**config.mk**
```make
export PLATFORM = sky130hd
export DESIGN_NAME = mem_port_arbiter_flat
export DESIGN_NICKNAME = d
export VERILOG_FILES = /design/src/rtl/mem_port_arbiter_if.sv /design/src/rtl/mem_port_arbiter.sv /design/src/flat_wrapper.sv
export SDC_FILE = /design/constraint.sdc
export NUM_CORES = 1
export LEC_CHECK = 0
export CAP_MARGIN = 5
export CORE_AREA = 2 2 87 89
export CTS_BUF_LIST = sky130_fd_sc_hd__clkbuf_16
export CTS_CLUSTER_SIZE = 10
export DETAILED_ROUTE_END_ITERATION = 10
export DIE_AREA = 0 0 89 91
export PLACE_DENSITY = 0.8
export RECOVER_POWER = 50
export SYNTH_ARGS = -nofsm -noshare
export SYNTH_HDL_FRONTEND = slang
export SYNTH_SLANG_ARGS = --single-unit
```
**constraint.sdc**
```tcl
create_clock -name clk -period 3 [get_ports clk]
set_clock_uncertainty 0.2 [all_clocks]
set_input_delay 0.3 -clock clk [delete_from_list [all_inputs] [get_ports clk]]
set_output_delay 0.3 -clock clk [all_outputs]
set_load 0.05 [all_outputs]
```
**src/rtl/mem_port_arbiter_if.sv**
```systemverilog
// mem_port_arbiter_if: bundles the fetch port, the load/store port and the
// memory macro port of the shared-memory arbiter.
//   slave  : the arbiter side
//   master : the core/memory side (requesters and the memory macro)
interface mem_port_arbiter_if #(
    parameter int ADDR_W = 10,
    parameter int DATA_W = 32
);
    localparam int BE_W = DATA_W / 8;

    // Instruction-fetch port
    logic              if_req;
    logic [ADDR_W-1:0] if_addr;
    logic              if_gnt;
    logic              if_rvalid;
    logic [DATA_W-1:0] if_rdata;

    // Load/store port
    logic              d_req;
    logic [BE_W-1:0]   d_we;
    logic [ADDR_W-1:0] d_addr;
    logic [DATA_W-1:0] d_wdata;
    logic              d_gnt;
    logic              d_rvalid;
    logic [DATA_W-1:0] d_rdata;

    // Unified memory macro port
    logic              mem_en;
    logic [BE_W-1:0]   mem_we;
    logic [ADDR_W-1:0] mem_addr;
    logic [DATA_W-1:0] mem_wdata;
    logic [DATA_W-1:0] mem_rdata;

    modport slave (
        input  if_req, if_addr, d_req, d_we, d_addr, d_wdata, mem_rdata,
        output if_gnt, if_rvalid, if_rdata, d_gnt, d_rvalid, d_rdata,
        output mem_en, mem_we, mem_addr, mem_wdata
    );

    modport master (
        output if_req, if_addr, d_req, d_we, d_addr, d_wdata, mem_rdata,
        input  if_gnt, if_rvalid, if_rdata, d_gnt, d_rvalid, d_rdata,
        input  mem_en, mem_we, mem_addr, mem_wdata
    );
endinterface

```
**src/rtl/mem_port_arbiter.sv**
```systemverilog
// mem_port_arbiter: shares the single-port synchronous memory between the
// instruction-fetch port and the load/store port. At most one access is
// granted per cycle; the one-cycle-latency read data is routed back to the
// port that issued the read. A saturating counter records contention cycles.
//
// Optional build macro ARB_ROUND_ROBIN_EN:
//   undefined : fixed priority, the data port wins every tie.
//   defined   : a 1-bit last-grant register makes ties alternate; it resets
//               to "data" so the first tie goes to fetch.
module mem_port_arbiter #(
    parameter int ADDR_W = 10,
    parameter int DATA_W = 32,
    parameter int CNT_W  = 16
) (
    input  logic             clk,
    input  logic             rst,
    input  logic             i_halt,
    output logic [CNT_W-1:0] o_contention_cnt,
    mem_port_arbiter_if.slave bus
);
    localparam int BE_W = DATA_W / 8;

    typedef enum logic [1:0] {
        ST_IDLE  = 2'd0,
        ST_RD_IF = 2'd1,
        ST_RD_D  = 2'd2
    } state_t;

    state_t           r_state;
    logic             r_if_rvalid;
    logic             r_d_rvalid;
    logic [CNT_W-1:0] r_cnt;

    logic w_allow;
    logic w_tie;
    logic w_d_win;
    logic w_if_win;
    logic w_d_read;

    // Grants are never issued while halted or while reset is asserted.
    assign w_allow  = !rst && !i_halt;
    assign w_tie    = bus.if_req && bus.d_req;
    assign w_d_read = (bus.d_we == {BE_W{1'b0}});

`ifdef ARB_ROUND_ROBIN_EN
    logic r_last_if;

    // Tie-break: the port not granted last wins; a sole requester always wins.
    always_comb begin
        w_d_win  = w_allow && bus.d_req  && (!bus.if_req || r_last_if);
        w_if_win = w_allow && bus.if_req && (!bus.d_req  || !r_last_if);
    end

    // Remember which port took the most recent grant.
    always_ff @(posedge clk or posedge rst) begin
        if (rst) begin
            r_last_if <= 1'b0;
        end else if (w_d_win || w_if_win) begin
            r_last_if <= w_if_win;
        end else begin
            r_last_if <= r_last_if;
        end
    end
`else
    // Fixed priority: the data port wins every tie.
    always_comb begin
        w_d_win  = w_allow && bus.d_req;
        w_if_win = w_allow && bus.if_req && !bus.d_req;
    end
`endif

    // Steer the winning port onto the memory; everything is zero with no winner.
    always_comb begin
        bus.if_gnt    = w_if_win;
        bus.d_gnt     = w_d_win;
        bus.mem_en    = 1'b0;
        bus.mem_we    = {BE_W{1'b0}};
        bus.mem_addr  = {ADDR_W{1'b0}};
        bus.mem_wdata = {DATA_W{1'b0}};
        if (w_d_win) begin
            bus.mem_en    = 1'b1;
            bus.mem_we    = bus.d_we;
            bus.mem_addr  = bus.d_addr;
            bus.mem_wdata = bus.d_wdata;
        end else if (w_if_win) begin
            bus.mem_en   = 1'b1;
            bus.mem_addr = bus.if_addr;
        end else begin
            bus.mem_en = 1'b0;
        end
    end

    // Read tracking FSM: remembers which port owns the data returning next cycle.
    always_ff @(posedge clk or posedge rst) begin
        if (rst) begin
            r_state     <= ST_IDLE;
            r_if_rvalid <= 1'b0;
            r_d_rvalid  <= 1'b0;
        end else if (w_d_win && w_d_read) begin
            r_state     <= ST_RD_D;
            r_if_rvalid <= 1'b0;
            r_d_rvalid  <= 1'b1;
        end else if (w_if_win) begin
            r_state     <= ST_RD_IF;
            r_if_rvalid <= 1'b1;
            r_d_rvalid  <= 1'b0;
        end else begin
            r_state     <= ST_IDLE;
            r_if_rvalid <= 1'b0;
            r_d_rvalid  <= 1'b0;
        end
    end

    // Route memory read data to its owner; data lines stay zero when not valid.
    always_comb begin
        bus.if_rdata = {DATA_W{1'b0}};
        bus.d_rdata  = {DATA_W{1'b0}};
        case (r_state)
            ST_RD_IF: bus.if_rdata = bus.mem_rdata;
            ST_RD_D:  bus.d_rdata  = bus.mem_rdata;
            default:  bus.if_rdata = {DATA_W{1'b0}};
        endcase
    end

    assign bus.if_rvalid = r_if_rvalid;
    assign bus.d_rvalid  = r_d_rvalid;

    // Count cycles in which one requester loses to the other; saturate at all-ones.
    always_ff @(posedge clk or posedge rst) begin
        if (rst) begin
            r_cnt <= {CNT_W{1'b0}};
        end else if (w_tie && !i_halt && (r_cnt != {CNT_W{1'b1}})) begin
            r_cnt <= r_cnt + {{(CNT_W-1){1'b0}}, 1'b1};
        end else begin
            r_cnt <= r_cnt;
        end
    end

    assign o_contention_cnt = r_cnt;
endmodule

```
**src/flat_wrapper.sv**
```systemverilog
// flat-port wrapper written by rule: the top's interface ports become plain ports
module mem_port_arbiter_flat 
#(
    parameter int ADDR_W = 10,
    parameter int DATA_W = 32,
    parameter int CNT_W  = 16
)
  (clk, rst, i_halt, o_contention_cnt, bus_if_req, bus_if_addr, bus_d_req, bus_d_we, bus_d_addr, bus_d_wdata, bus_mem_rdata, bus_if_gnt, bus_if_rvalid, bus_if_rdata, bus_d_gnt, bus_d_rvalid, bus_d_rdata, bus_mem_en, bus_mem_we, bus_mem_addr, bus_mem_wdata);
  mem_port_arbiter_if #(.ADDR_W(ADDR_W), .DATA_W(DATA_W)) bus_i ();
  input  logic clk;
  input  logic rst;
  input  logic i_halt;
  output logic [CNT_W-1:0] o_contention_cnt;
  input wire logic [$bits(bus_i.if_req)-1:0] bus_if_req;
  input wire logic [$bits(bus_i.if_addr)-1:0] bus_if_addr;
  input wire logic [$bits(bus_i.d_req)-1:0] bus_d_req;
  input wire logic [$bits(bus_i.d_we)-1:0] bus_d_we;
  input wire logic [$bits(bus_i.d_addr)-1:0] bus_d_addr;
  input wire logic [$bits(bus_i.d_wdata)-1:0] bus_d_wdata;
  input wire logic [$bits(bus_i.mem_rdata)-1:0] bus_mem_rdata;
  output wire logic [$bits(bus_i.if_gnt)-1:0] bus_if_gnt;
  output wire logic [$bits(bus_i.if_rvalid)-1:0] bus_if_rvalid;
  output wire logic [$bits(bus_i.if_rdata)-1:0] bus_if_rdata;
  output wire logic [$bits(bus_i.d_gnt)-1:0] bus_d_gnt;
  output wire logic [$bits(bus_i.d_rvalid)-1:0] bus_d_rvalid;
  output wire logic [$bits(bus_i.d_rdata)-1:0] bus_d_rdata;
  output wire logic [$bits(bus_i.mem_en)-1:0] bus_mem_en;
  output wire logic [$bits(bus_i.mem_we)-1:0] bus_mem_we;
  output wire logic [$bits(bus_i.mem_addr)-1:0] bus_mem_addr;
  output wire logic [$bits(bus_i.mem_wdata)-1:0] bus_mem_wdata;
  assign bus_i.if_req = bus_if_req;
  assign bus_i.if_addr = bus_if_addr;
  assign bus_i.d_req = bus_d_req;
  assign bus_i.d_we = bus_d_we;
  assign bus_i.d_addr = bus_d_addr;
  assign bus_i.d_wdata = bus_d_wdata;
  assign bus_i.mem_rdata = bus_mem_rdata;
  assign bus_if_gnt = bus_i.if_gnt;
  assign bus_if_rvalid = bus_i.if_rvalid;
  assign bus_if_rdata = bus_i.if_rdata;
  assign bus_d_gnt = bus_i.d_gnt;
  assign bus_d_rvalid = bus_i.d_rvalid;
  assign bus_d_rdata = bus_i.d_rdata;
  assign bus_mem_en = bus_i.mem_en;
  assign bus_mem_we = bus_i.mem_we;
  assign bus_mem_addr = bus_i.mem_addr;
  assign bus_mem_wdata = bus_i.mem_wdata;
  mem_port_arbiter #(.ADDR_W(ADDR_W), .DATA_W(DATA_W), .CNT_W(CNT_W)) u_core (.clk(clk), .rst(rst), .i_halt(i_halt), .o_contention_cnt(o_contention_cnt), .bus(bus_i));
endmodule
```
# Yosys cells after proc, flatten, opt, wreduce, memory -nomap -nowiden
# Index checks and enable logic that the tools add are counted.
[classes]
add_sub_neg = 1
multipliers = 0
div_mod_pow = 0
magnitude_cmp = 0
n_eq_ne = 3
shifts = 0
n_mux = 12
bitwise_logic = 0
n_reduce_logical = 12
[op_table]
columns = ["cell", "n"]
rows = [
  ["2-to-1 mux 32 bit", 3],
  ["2-to-1 mux 10 bit", 2],
  ["adder 16 x 1 -> 16 bit (second input constant)", 1],
  ["!= test 16 bit (second input constant)", 1],
  ["logical AND 1 bit", 8],
  ["2-to-1 mux 1 bit", 5],
  ["logical NOT 4 bit", 1],
  ["2-to-1 mux 4 bit", 1],
  ["logical NOT 1 bit", 3],
  ["equality test 2 x 1 -> 1 bit (second input constant)", 1],
  ["equality test 2 bit (second input constant)", 1],
  ["2-to-1 mux 2 bit", 1],
]
[totals]
regBits = 20
latch_bits = 0
ramBits = 0
rom_bits = 0
output_inout_bits = 131
wordCells = 32
memories = 0

# Logic depth before layout (Yosys ltp)
[depth]
ltp_word = 6
depth_mapped = 6
mapped_depth_nobuf = 5

# Least setup slack after synthesis
# Ideal clock, no wire load.
[synth_timing]
kind = "in2out"
startpoint = "input i_halt"
endpoint = "output bus_mem_addr[0]"
t_arrival_ps = 1855
path_slack_ps = 645
stages = 3
path_buffers = 1
cell_sequence = "nor4b_1 -> clkbuf_1 -> a22o_1"
[synth_between]
elab_chain_cells = 6
[synth_rtl]
columns = ["item", "line_no", "rtl"]
rows = [
  ["start, declared", "flat_wrapper.sv:12", "input logic i_halt;"],
  ["logical NOT 1 bit", "mem_port_arbiter.sv:41", "assign w_allow = !rst && !i_halt;"],
  ["logical AND 1 bit", "mem_port_arbiter.sv:41", ""],
  ["logical AND 1 bit (2 in series)", "mem_port_arbiter.sv:68", "w_if_win = w_allow && bus.if_req && !bus.d_req;"],
  ["via bus_if_gnt", "flat_wrapper.sv:21", "output wire logic [$bits(bus_i.if_gnt)-1:0] bus_if_gnt;"],
  ["2-to-1 mux 10 bit", "mem_port_arbiter.sv:85", "end else if (w_if_win) begin"],
  ["2-to-1 mux 10 bit", "mem_port_arbiter.sv:80", "if (w_d_win) begin"],
  ["end, declared", "flat_wrapper.sv:29", "output wire logic [$bits(bus_i.mem_addr)-1:0] bus_mem_addr;"],
]
# The timed path passes the listed nets, and every way through them passes these cells.

# Final worst setup path
[layout_timing]
startpoint = "register u_core.r_state[0]"
endpoint = "output bus_if_rdata[22]"
[layout_between]
elab_chain_cells = 2
[layout_rtl]
columns = ["item", "line_no", "rtl"]
rows = [
  ["start, declared", "mem_port_arbiter.sv:29", "state_t r_state;"],
  ["start signal, assigned", "mem_port_arbiter.sv:96", "r_state <= ST_IDLE;"],
  ["start signal, assigned", "mem_port_arbiter.sv:100", "r_state <= ST_RD_D;"],
  ["start signal, assigned", "mem_port_arbiter.sv:104", "r_state <= ST_RD_IF;"],
  ["equality test 2 x 1 -> 1 bit", "mem_port_arbiter.sv:118", "case (r_state)"],
  ["2-to-1 mux 32 bit", "mem_port_arbiter.sv:118", ""],
  ["end, declared", "flat_wrapper.sv:23", "output wire logic [$bits(bus_i.if_rdata)-1:0] bus_if_rdata;"],
]
# Every way passes these cells.

==> impl_metrics.ini <==
[yosys]
netlist-cell-type-count = 25
syn-cell-area_um2 = 1660
synthesis.nets = 306
seq_area_frac_synth = 0.272
avgSynthCellArea_um2 = 7.81
ys_warn_count = 0
synthCells = 212
ys_ff_latch = 18

[placed_design]
pre_cts_slack_ns = 0.588
portBuffers = 223
hpwlAfterDp_um = 7780
gp_congestion = 0.846

[worst_setup_path]
r2r_cells = 5
cp_cell_sequence = nor2b_1 -> clkbuf_1 -> and2_0 -> buf_12
cp.depth = 4
setup.worst_path.class = reg2out
endpoint_kind = output pin
startpoint_type = flip-flop
required_ns = 2.50
critPathArrivalTime_ns = 2.00
cp_num_buf_inv = 2
path_max_fanout = 32
critPathTopFamily = buffers and inverters
slowest_delay_ns = 0.77
cp_slowest_cell = clkbuf_1

[flow_run]
cap_violations = 0

[floorplanning]
die_w_um = 89
coreArea_um2 = 7140
row_count = 31
start_util = 0.232
num_io_pins = 224
die_y_um = 91
die-area_um2 = 8100

[sta]
slew_viol_final = 0
min_period_ns = 2.50
setup_viol = 0
fin_tns_setup_ns = 0
fmax_mhz = 400
tightest_slew_ns = 1.03
timing.slew.headroom = 0.312
whs_ns = 0.309
rsz0062_at_grt = false
finalHoldViolCount = 0
setup_slack_ns = 0.499
timing.final.crit_share = 0.834

[global_route]
grt_pass1_wl_um = 13000
grt_antenna_before_repair = 0
grt.total_usage = 0.208
grt_start_max_net_pins = 39
grt_pass1_vias = 2449
grt-ovfl-total = 0

[route]
drc = 0
via_count = 2380
routed_wirelength_um = 8880
via_per_inst = 4.50
drtIter0Drc = 52
wl_per_cell_um = 16.8
drtPass1Iterations = 6
drtAntennaViolNets = 0

[cts]
cts_buffers = 3
insertion_delay_ns = 0.24
clock_tree.root_cell = clkbuf_16
cts_tree = yes
htree_levels = 1
path_clk_slew_ns = 0.05
clock-sinks = 18
cts_hold_buf = 0
clockBufferDepth = 2
cts-resized-gates = 0
post_cts.repair.setup_buffers = 0

[power_and_ir_drop]
p_leak_nw = 2.10
p_per_area_nw_per_um2 = 240
combPwrFrac = 0.525
switchingPower_mw = 0.489
pwr-share-clk = 0.206
power.ir.vdd_worst_v = 0.000200
seq_power_share = 0.268
sw_frac_of_total = 0.392
p_int_mw = 0.760

[run_status]
status = completed

[worst_hold_path]
hold_depth = 1
hold_path.class = reg2reg

[final_layout]
syn2layout_area_growth_pct = 214
final_nets = 526
regArea_um2 = 450
multi_input_comb_area_um2 = 1160
antenna_cells = 0
drive_gt1_frac = 0.281
num-fill-cells = 491
==> synthesized netlist by cell type <==
library cell / number / share of area
and2_1: 101 / 0.38
dfrtp_1: 18 / 0.27
clkbuf_1: 12 / 0.027
a22o_1: 10 / 0.053
nand2_1: 9 / 0.020
nor3_1: 9 / 0.027
nand3_1: 7 / 0.021
nor2_1: 7 / 0.016
xnor2_1: 7 / 0.037
xor2_1: 7 / 0.037
nand4_1: 5 / 0.019
nor4_1: 3 / 0.011
inv_1: 2 / 0.0045
nor2b_1: 2 / 0.0076
nor4b_1: 2 / 0.011
or3_1: 2 / 0.0076
buf_2: 1 / 0.0030
ha_1: 1 / 0.0076
mux2_1: 1 / 0.0068
nand3b_1: 1 / 0.0045
nand4_2: 1 / 0.0076
nor3b_1: 1 / 0.0045
o21a_1: 1 / 0.0045
or2_1: 1 / 0.0038
or4_1: 1 / 0.0045
==> power groups by stage <==
| stage | logic [mW] | registers [mW] | clock network (mW) |
|---|---|---|---|
| after floorplan | 0.183 | 0.457 | 0 |
| after global routing | 0.688 | 0.337 | 0.268 |
| after detailed placement | 0.671 | 0.339 | 0 |
| after CTS | 0.672 | 0.335 | 0.259 |
| after global placement | 0.656 | 0.336 | 0 |
| final | 0.656 | 0.335 | 0.258 |
==> cells by family (layout without fill, tap and decap cells) <==
group | Yosys count | after routing | share of synthesized area
muxes | 1 | 1 | 0.00680
xor gates and xnor gates | 14 | 14 | 0.0741
adders and majority gates | 1 | 1 | 0.00756
and+or+nand+nor | 152 | 152 | 0.547
DFF | 18 | 18 | 0.272
buffers and inverters | 15 | 233 | 0.0348
AOI/OAI and AO/OA | 11 | 11 | 0.0574
==> layer usage <==
metal  GRT usage  up-vias  wire, um
met3      0.0518       12       841
met1       0.202     1079      2820
li1            -     1135         -
met2       0.419      154      5030
met5           0        -         0
met4      0.0498        0       185
==> worst paths after layout <==
| kind | startpoint | endpoint | slack, ns |
|---|---|---|---|
| max | u_core.r_state[0] | bus_if_rdata[22] | 0.50 |
| min | u_core.o_contention_cnt[14] | u_core.o_contention_cnt[14] | 0.31 |
| max reg2reg | u_core.o_contention_cnt[0] | u_core.o_contention_cnt[15] | 0.98 |
| min reg2reg | u_core.o_contention_cnt[14] | u_core.o_contention_cnt[14] | 0.31 |
| max in group asynchronous | rst | u_core.o_contention_cnt[7] | 1.63 |
| min in group asynchronous | rst | u_core.o_contention_cnt[2] | 0.55 |
==> state kept, by name (all words and copies together), names as in the netlist <==
register	cells
u_core.r_state	1
u_core.o_contention_cnt	16
u_core.bus.d_rvalid	1
==> layout make-up <==
class                      instances  share of cell area
timing repair buffer             228               0.651
multi-input combinational        179               0.223
inverter                           2             0.00144
clock buffer                       3              0.0144
sequential                        18              0.0866
tap                               99              0.0238
==> cell usage in the layout (no fill, tap or decap), drive strengths merged, types with 2 or more instances in the layout <==
| cell type | count |
|---|---|
| nor4b | 2 |
| or3 | 2 |
| nor2 | 7 |
| xnor2 | 7 |
| xor2 | 7 |
| a22o | 10 |
| nor4 | 3 |
| buf | 115 |
| inv | 2 |
| dfrtp | 18 |
| nand3 | 7 |
| nand2 | 9 |
| clkbuf | 5 |
| nor3 | 9 |
| and2 | 101 |
| nand4 | 6 |
| dlygate4sd3 | 11 |
| nor2b | 2 |
| clkdlybuf4s50 | 100 |
==> stage by stage <==
stage	std cells	utilization	power (mW)	instance area [um^2]
finish	529	0.728	1.25	5200
CTS	529	0.729	1.27	5210
global placement	526	0.719	0.992	5130
detailed placement	526	0.719	1.01	5130
floorplan	212	-	0.640	1660
global route	529	0.728	1.29	5200
Note: power is estimated with default switching activity, not from simulation.
